<file path="config.mk">
export PLATFORM = sky130hd
export DESIGN_NAME = cr_kme_fifo_push_flat
export DESIGN_NICKNAME = d
export VERILOG_FILES = /design/src/rtl/cr_kme_fifo_pkg.sv /design/src/rtl/cr_kme_fifo_push_if.sv /design/src/rtl/cr_kme_fifo_push_q.sv /design/src/rtl/cr_kme_fifo_push.sv /design/src/flat_wrapper.sv
export SDC_FILE = /design/constraint.sdc
export NUM_CORES = 1
export LEC_CHECK = 0
export BUFFER_PORTS_ARGS = -buffer_cell sky130_fd_sc_hd__clkbuf_2
export CORE_ASPECT_RATIO = 1.75
export CORE_MARGIN = 2
export CORE_UTILIZATION = 46
export DETAILED_ROUTE_END_ITERATION = 8
export GPL_TIMING_DRIVEN = 1
export PLACE_DENSITY = 0.75
export SYNTH_ARGS = -nofsm -noshare
export SYNTH_HDL_FRONTEND = slang
export SYNTH_SLANG_ARGS = --single-unit
export TNS_END_PERCENT = 10
</file>
<file path="constraint.sdc">
create_clock -name clk -period 2.8 [get_ports clk]
set_clock_uncertainty 0.2 [all_clocks]
set_input_delay 0.14 -clock clk [delete_from_list [all_inputs] [get_ports clk]]
set_output_delay 0.14 -clock clk [all_outputs]
set_load 0.005 [all_outputs]
</file>
<file path="src/rtl/cr_kme_fifo_pkg.sv">
// Shared definitions for the KME FIFO push path: word width, watchdog width and flush FSM states.
package cr_kme_fifo_pkg;

    localparam int DATA_W  = 34;
    localparam int STALL_W = 16;

    typedef logic [DATA_W-1:0] word_t;

    typedef enum logic [1:0] {
        RUN   = 2'd0,
        DRAIN = 2'd1,
        DONE  = 2'd2
    } state_e;

endpackage

</file>
<file path="src/rtl/cr_kme_fifo_push_if.sv">
// Source-side valid/ack handshake plus the write port toward the downstream FIFO.
interface cr_kme_fifo_push_if;
    import cr_kme_fifo_pkg::*;

    word_t src_data;
    logic  src_valid;
    logic  src_ack;
    word_t fifo_in;
    logic  fifo_in_valid;
    logic  fifo_in_stall;

    // master drives the source words and the FIFO stall; slave is the push block
    modport master (
        output src_data, src_valid, fifo_in_stall,
        input  src_ack, fifo_in, fifo_in_valid
    );

    modport slave (
        input  src_data, src_valid, fifo_in_stall,
        output src_ack, fifo_in, fifo_in_valid
    );

endinterface

</file>
<file path="src/rtl/cr_kme_fifo_push_q.sv">
// Two-entry in-order skid queue; head word always visible, push and pop may coincide.
// Data registers are intentionally not reset, only the occupancy count is.
module cr_kme_fifo_push_q
    import cr_kme_fifo_pkg::*;
(
    input  logic       clk,
    input  logic       rst,
    input  logic       push_i,
    input  logic       pop_i,
    input  word_t      push_dat_i,
    output word_t      head_dat_o,
    output logic [1:0] count_o
);

    word_t      head_q, head_d;
    word_t      tail_q, tail_d;
    logic [1:0] count_q, count_d;
    logic [1:0] after_pop;

    always_comb begin
        head_d    = head_q;
        tail_d    = tail_q;
        after_pop = count_q;
        if (pop_i) begin
            head_d    = tail_q;
            after_pop = count_q - 2'd1;
        end
        // the incoming word lands in the first slot left free after any pop
        if (push_i) begin
            if (after_pop == 2'd0) begin
                head_d = push_dat_i;
            end else begin
                tail_d = push_dat_i;
            end
        end
        count_d = after_pop + (push_i ? 2'd1 : 2'd0);
    end

    always_ff @(posedge clk or posedge rst) begin
        if (rst) begin
            count_q <= 2'd0;
        end else begin
            count_q <= count_d;
        end
    end

    always_ff @(posedge clk) begin
        head_q <= head_d;
        tail_q <= tail_d;
    end

    assign head_dat_o = head_q;
    assign count_o    = count_q;

endmodule

</file>
<file path="src/rtl/cr_kme_fifo_push.sv">
// Pushes source words into a downstream FIFO via a 2-entry queue; 1-cycle latency when empty.
// Never writes while the FIFO stalls; src_ack is register-decoded. Adds flush FSM, stall watchdog, sticky errors.
module cr_kme_fifo_push
    import cr_kme_fifo_pkg::*;
#(
    parameter int STALL_LIMIT = 255
)
(
    input  logic clk,
    input  logic rst,
    cr_kme_fifo_push_if.slave bus,
    input  logic fifo_overflow,
    input  logic flush_req,
    output logic flush_done,
    input  logic err_clr,
    output logic err_overflow,
    output logic stall_hang
);

    localparam logic [STALL_W-1:0] LIMIT = STALL_W'(STALL_LIMIT);

    state_e             state_q, state_d;
    logic [1:0]         count;
    logic               src_ack;
    logic               push;
    logic               pop;
    logic               stall_cond;
    logic [STALL_W-1:0] stall_cnt_q, stall_cnt_d;
    logic               stall_hang_q, stall_hang_d;
    logic               err_ovf_q, err_ovf_d;

    // rst gating keeps ack low during reset without any path from src_valid or the stall input
    assign src_ack    = !rst && (count != 2'd2) && (state_q == RUN);
    assign push       = bus.src_valid && src_ack;
    assign pop        = (count != 2'd0) && !bus.fifo_in_stall;
    assign stall_cond = (count != 2'd0) && bus.fifo_in_stall;

    assign bus.src_ack       = src_ack;
    assign bus.fifo_in_valid = pop;

    cr_kme_fifo_push_q u_q (
        .clk        (clk),
        .rst        (rst),
        .push_i     (push),
        .pop_i      (pop),
        .push_dat_i (bus.src_data),
        .head_dat_o (bus.fifo_in),
        .count_o    (count)
    );

    always_comb begin
        state_d = state_q;
        unique case (state_q)
            RUN:     if (flush_req) state_d = DRAIN;
            DRAIN:   if (count == 2'd0) state_d = DONE;
            DONE:    state_d = RUN;
            default: state_d = RUN;
        endcase
    end

    always_comb begin
        stall_cnt_d  = '0;
        stall_hang_d = stall_hang_q;
        err_ovf_d    = err_ovf_q | fifo_overflow;
        if (stall_cond) begin
            stall_cnt_d = (stall_cnt_q == LIMIT) ? stall_cnt_q : stall_cnt_q + 16'd1;
        end
        if (stall_cond && (stall_cnt_d == LIMIT)) begin
            stall_hang_d = 1'b1;
        end
        // clear beats any same-cycle set
        if (err_clr) begin
            stall_cnt_d  = '0;
            stall_hang_d = 1'b0;
            err_ovf_d    = 1'b0;
        end
    end

    always_ff @(posedge clk or posedge rst) begin
        if (rst) begin
            state_q      <= RUN;
            stall_cnt_q  <= '0;
            stall_hang_q <= 1'b0;
            err_ovf_q    <= 1'b0;
        end else begin
            state_q      <= state_d;
            stall_cnt_q  <= stall_cnt_d;
            stall_hang_q <= stall_hang_d;
            err_ovf_q    <= err_ovf_d;
        end
    end

    assign flush_done   = (state_q == DONE);
    assign err_overflow = err_ovf_q;
    assign stall_hang   = stall_hang_q;

endmodule

</file>
<file path="src/flat_wrapper.sv">
// flat-port wrapper written by rule: the top's interface ports become plain ports
module cr_kme_fifo_push_flat import cr_kme_fifo_pkg::*;
#(
    parameter int STALL_LIMIT = 255
)
  (clk, rst, fifo_overflow, flush_req, flush_done, err_clr, err_overflow, stall_hang, bus_src_data, bus_src_valid, bus_fifo_in_stall, bus_src_ack, bus_fifo_in, bus_fifo_in_valid);
  cr_kme_fifo_push_if bus_i ();
  input  logic clk;
  input  logic rst;
  input  logic fifo_overflow;
  input  logic flush_req;
  output logic flush_done;
  input  logic err_clr;
  output logic err_overflow;
  output logic stall_hang;
  input wire logic [$bits(bus_i.src_data)-1:0] bus_src_data;
  input wire logic [$bits(bus_i.src_valid)-1:0] bus_src_valid;
  input wire logic [$bits(bus_i.fifo_in_stall)-1:0] bus_fifo_in_stall;
  output wire logic [$bits(bus_i.src_ack)-1:0] bus_src_ack;
  output wire logic [$bits(bus_i.fifo_in)-1:0] bus_fifo_in;
  output wire logic [$bits(bus_i.fifo_in_valid)-1:0] bus_fifo_in_valid;
  assign bus_i.src_data = bus_src_data;
  assign bus_i.src_valid = bus_src_valid;
  assign bus_i.fifo_in_stall = bus_fifo_in_stall;
  assign bus_src_ack = bus_i.src_ack;
  assign bus_fifo_in = bus_i.fifo_in;
  assign bus_fifo_in_valid = bus_i.fifo_in_valid;
  cr_kme_fifo_push #(.STALL_LIMIT(STALL_LIMIT)) u_core (.clk(clk), .rst(rst), .bus(bus_i), .fifo_overflow(fifo_overflow), .flush_req(flush_req), .flush_done(flush_done), .err_clr(err_clr), .err_overflow(err_overflow), .stall_hang(stall_hang));
endmodule
</file>
==> impl_metrics.py <==
metrics = {
    "pwr": {
        "cellLeakagePower_uw": 0.00210,
        "p_per_area_nw_per_um2": 848,
        "peakVddDrop_mv": 0.575,
    },
    "sta": {
        "period_share_pct": 93.6,
        "drv_slew": 0,
        "max_freq_mhz": 381,
        "fin_tns_setup_ns": 0,
        "grt_setup_unrepaired": "no",
        "hold_viol": 0,
        "relSlewSlack_pct": 43.3,
        "tightest_slew_ns": 0.850,
        "setup_viol": 0,
        "finalCriticalPeriod_ns": 2.62,
    },
    "grt": {
        "grt_use_total_pct": 19.7,
        "grt_pass1_vias": 3076,
        "grt-ovfl-total": 0,
        "grt_pass1_wl_um": 13700,
        "grt_max_degree": 69,
        "antenna_found_initial": 0,
    },
    "clock_network": {
        "cts.sinks": 90,
        "clockBufferDepth": 2,
        "worstSkewPairLatency_ns": 0.33,
        "clockRootBuffer": "clkbuf_16",
        "cts.clk_slew.worst_paths_ns": 0.07,
        "htreeDepth": 3,
        "cts_buffers": 9,
        "cts_tree": "yes",
    },
    "synthesis": {
        "synth.top_cell.area_share_pct": 27.0,
        "synth.distinct_cells": 49,
        "seq_area_frac_synth_pct": 59.6,
        "ys_seq_elements": 90,
        "syn_inst": 329,
        "synth_area_leaders": "edfxtp_1 27%, dfxtp_1 18%, dfrtp_1 15%, mux2i_1 9.3%, o21ai_0 5.0%",
        "synth_edf_count": 34,
        "yosysMostFrequentCell": "nand2_1",
        "synth_area_um2": 3780,
        "ys.flop_type": "edfxtp_1",
        "synth_fp_nets": 374,
        "syn_area_per_cell_um2": 11.5,
        "synth_common_cells": "45 x nand2_1, 38 x o21ai_0, 35 x mux2i_1, 34 x dfxtp_1, 34 x edfxtp_1",
        "async_flop_share_pct": 24.4,
        "synth_top_area_cell": "edfxtp_1",
        "ys_warn_count": 0,
    },
    "floorplan": {
        "die_y_um": 124,
        "die_x_um": 72.5,
        "ios": 80,
        "die_area_um2": 8980,
        "coreArea_um2": 7960,
        "rows": 43,
        "start_util_pct": 47.5,
    },
    "detailed_routing": {
        "viasPerCell": 5.38,
        "wl_um": 8400,
        "drc": 0,
        "antenna_left": 0,
        "routedWlPerCell_um": 15.6,
        "vias": 2898,
        "drt_iter0_drc": 139,
        "dr.pass1.iters": 4,
    },
    "run": {
        "drv_cap": 0,
    },
    "place": {
        "gp_congestion": 0.918,
        "dp_cells": 484,
        "port_buffers": 79,
        "dp_hpwl_um": 5290,
    },
    "finish": {
        "n_fill_cell": 637,
        "area_delta_synth_final_pct": 31.8,
        "layout.nets": 489,
        "drive_above_1_share_pct": 25.8,
        "layout.cells.non_filler": 539,
        "antennaDiodeCount": 0,
    },
    "hold_path": {
        "min_path_type": "in2reg",
        "holdPathStages": 4,
    },
    "worst_setup_path": {
        "arrival_ns": 2.65,
        "cp-end-kind": "flip-flop",
        "ff2ff_path_depth": 7,
        "crit_type": "reg2reg",
        "cp_max_fo": 8,
        "cp_data_required_time_ns": 2.83,
        "cp-start-kind": "flip-flop",
    },
    "run_status": {
        "status": "finished clean",
    },
}
through the flow:
step	instance area, um^2	total power (uW)	hold slack, ns	utilization, %	setup WS, ns
3_5_place_dp	4260	2900	0.134	53.5	0.233
4_1_cts	4980	4250	0.0658	62.5	0.201
6_report	4980	4220	0.0767	62.5	0.178
2_1_floorplan	3780	2420	-0.0708	-	0.187
3_3_place_gp	4260	2850	0.132	53.5	0.324
5_1_grt	4980	4460	0.0848	62.5	0.0264
layer usage:
metal	wire [um]	up-vias	global-route usage, %
met3	413	25	5.18
met4	306	0	11.6
met1	3270	1383	22.2
met5	0	-	0
met2	4420	92	33.3
li1	-	1398	-
final timing paths:
check	from	endpoint	slack, ns
min in group asynchronous	rst	u_core.stall_hang	0.34
setup / recovery	u_core.stall_cnt_q[0]	u_core.stall_hang	0.18
setup reg to reg	u_core.stall_cnt_q[0]	u_core.stall_hang	0.18
max in group asynchronous	rst	u_core.u_q.count_o[0]	1.54
hold / removal	bus_src_valid	u_core.u_q.count_o[0]	0.08
hold reg to reg	u_core.state_q[1]	u_core.state_q[0]	0.29
flip-flops by register name, summed over array words and instances (netlist names):
register	cells
u_core.u_q.head_dat_o	34
u_core.u_q.tail_q	34
u_core.stall_cnt_q	16
u_core.state_q	2
u_core.u_q.count_o	2
u_core.err_overflow	1
u_core.stall_hang	1
kinds of logic (layout without fill, tap and decap cells):
kind of cell | count (synthesis) | after routing | synth area share (%)
xor+xnor | 11 | 11 | 2.55
fa+ha+maj | 4 | 4 | 1.32
simple gates | 108 | 108 | 15.3
flops | 90 | 90 | 59.6
compound gates | 56 | 56 | 8.68
mux | 35 | 35 | 9.27
buf+inv | 25 | 145 | 3.31
cell usage in the layout (no fill, tap or decap), types with 2 or more instances in the layout:
master         Yosys  layout
and2_1             3       3
buf_12             0       2
nand3_2            2       2
nand2b_1           2       2
clkbuf_2           0      79
nand2_1           45      45
buf_4              1       3
nor2b_1            4       4
clkinv_4           0       2
nor3b_1            2       2
xor2_1             7       7
nand3_1            6       6
nor2_4             0       2
a31oi_1            5       5
nor4_1             3       3
a21oi_1            3       3
dlygate4sd3_1      0      39
dfxtp_1           34      34
o31a_1             2       2
xnor2_1            4       4
nor2_1            17      15
inv_1              6       6
nor3_1             6       6
bufinv_16          0       2
clkbuf_16          0       9
o21ai_0           38      38
nand4_1            5       5
dfrtp_1           22      22
ha_1               4       4
edfxtp_1          34      34
mux2i_1           35      35
power by group:
group | leakage (uW) | total [uW] | switching [uW] | internal (uW)
logic | 0.00104 | 1010 | 509 | 500
clock network | 0.000160 | 1300 | 507 | 791
registers | 0.000892 | 1910 | 187 | 1730
total | 0.00210 | 4220 | 1200 | 3020
area by class of cell:
class / instances / area, um^2 / area share [%]
Timing Repair Buffer: 123 / 848 / 17.0
Inverter: 6 / 22.5 / 0.452
Clock inverter: 7 / 101 / 2.04
Clock buffer: 9 / 225 / 4.52
Tap cell: 90 / 113 / 2.26
Sequential cell: 90 / 2250 / 45.2
Multi-Input combinational cell: 214 / 1420 / 28.4
critical path, stage by stage, from the launching register on:
cell and delay, ns:
dfrtp_1 0.49, ha_1 0.29, nand3_2 0.14, or3_4 0.45
nor2b_4 0.15, a31oi_1 0.09, or4_1 0.49, o41ai_2 0.22
what timing repair did:
action	4_1_cts	5_1_grt
buffers inserted	0	0
hold endpoints to repair	95	0
hold buffers	39	0
resized for setup	0	0
endpoints found under the setup margin	0	0
Power figures use the tool's default switching activity.
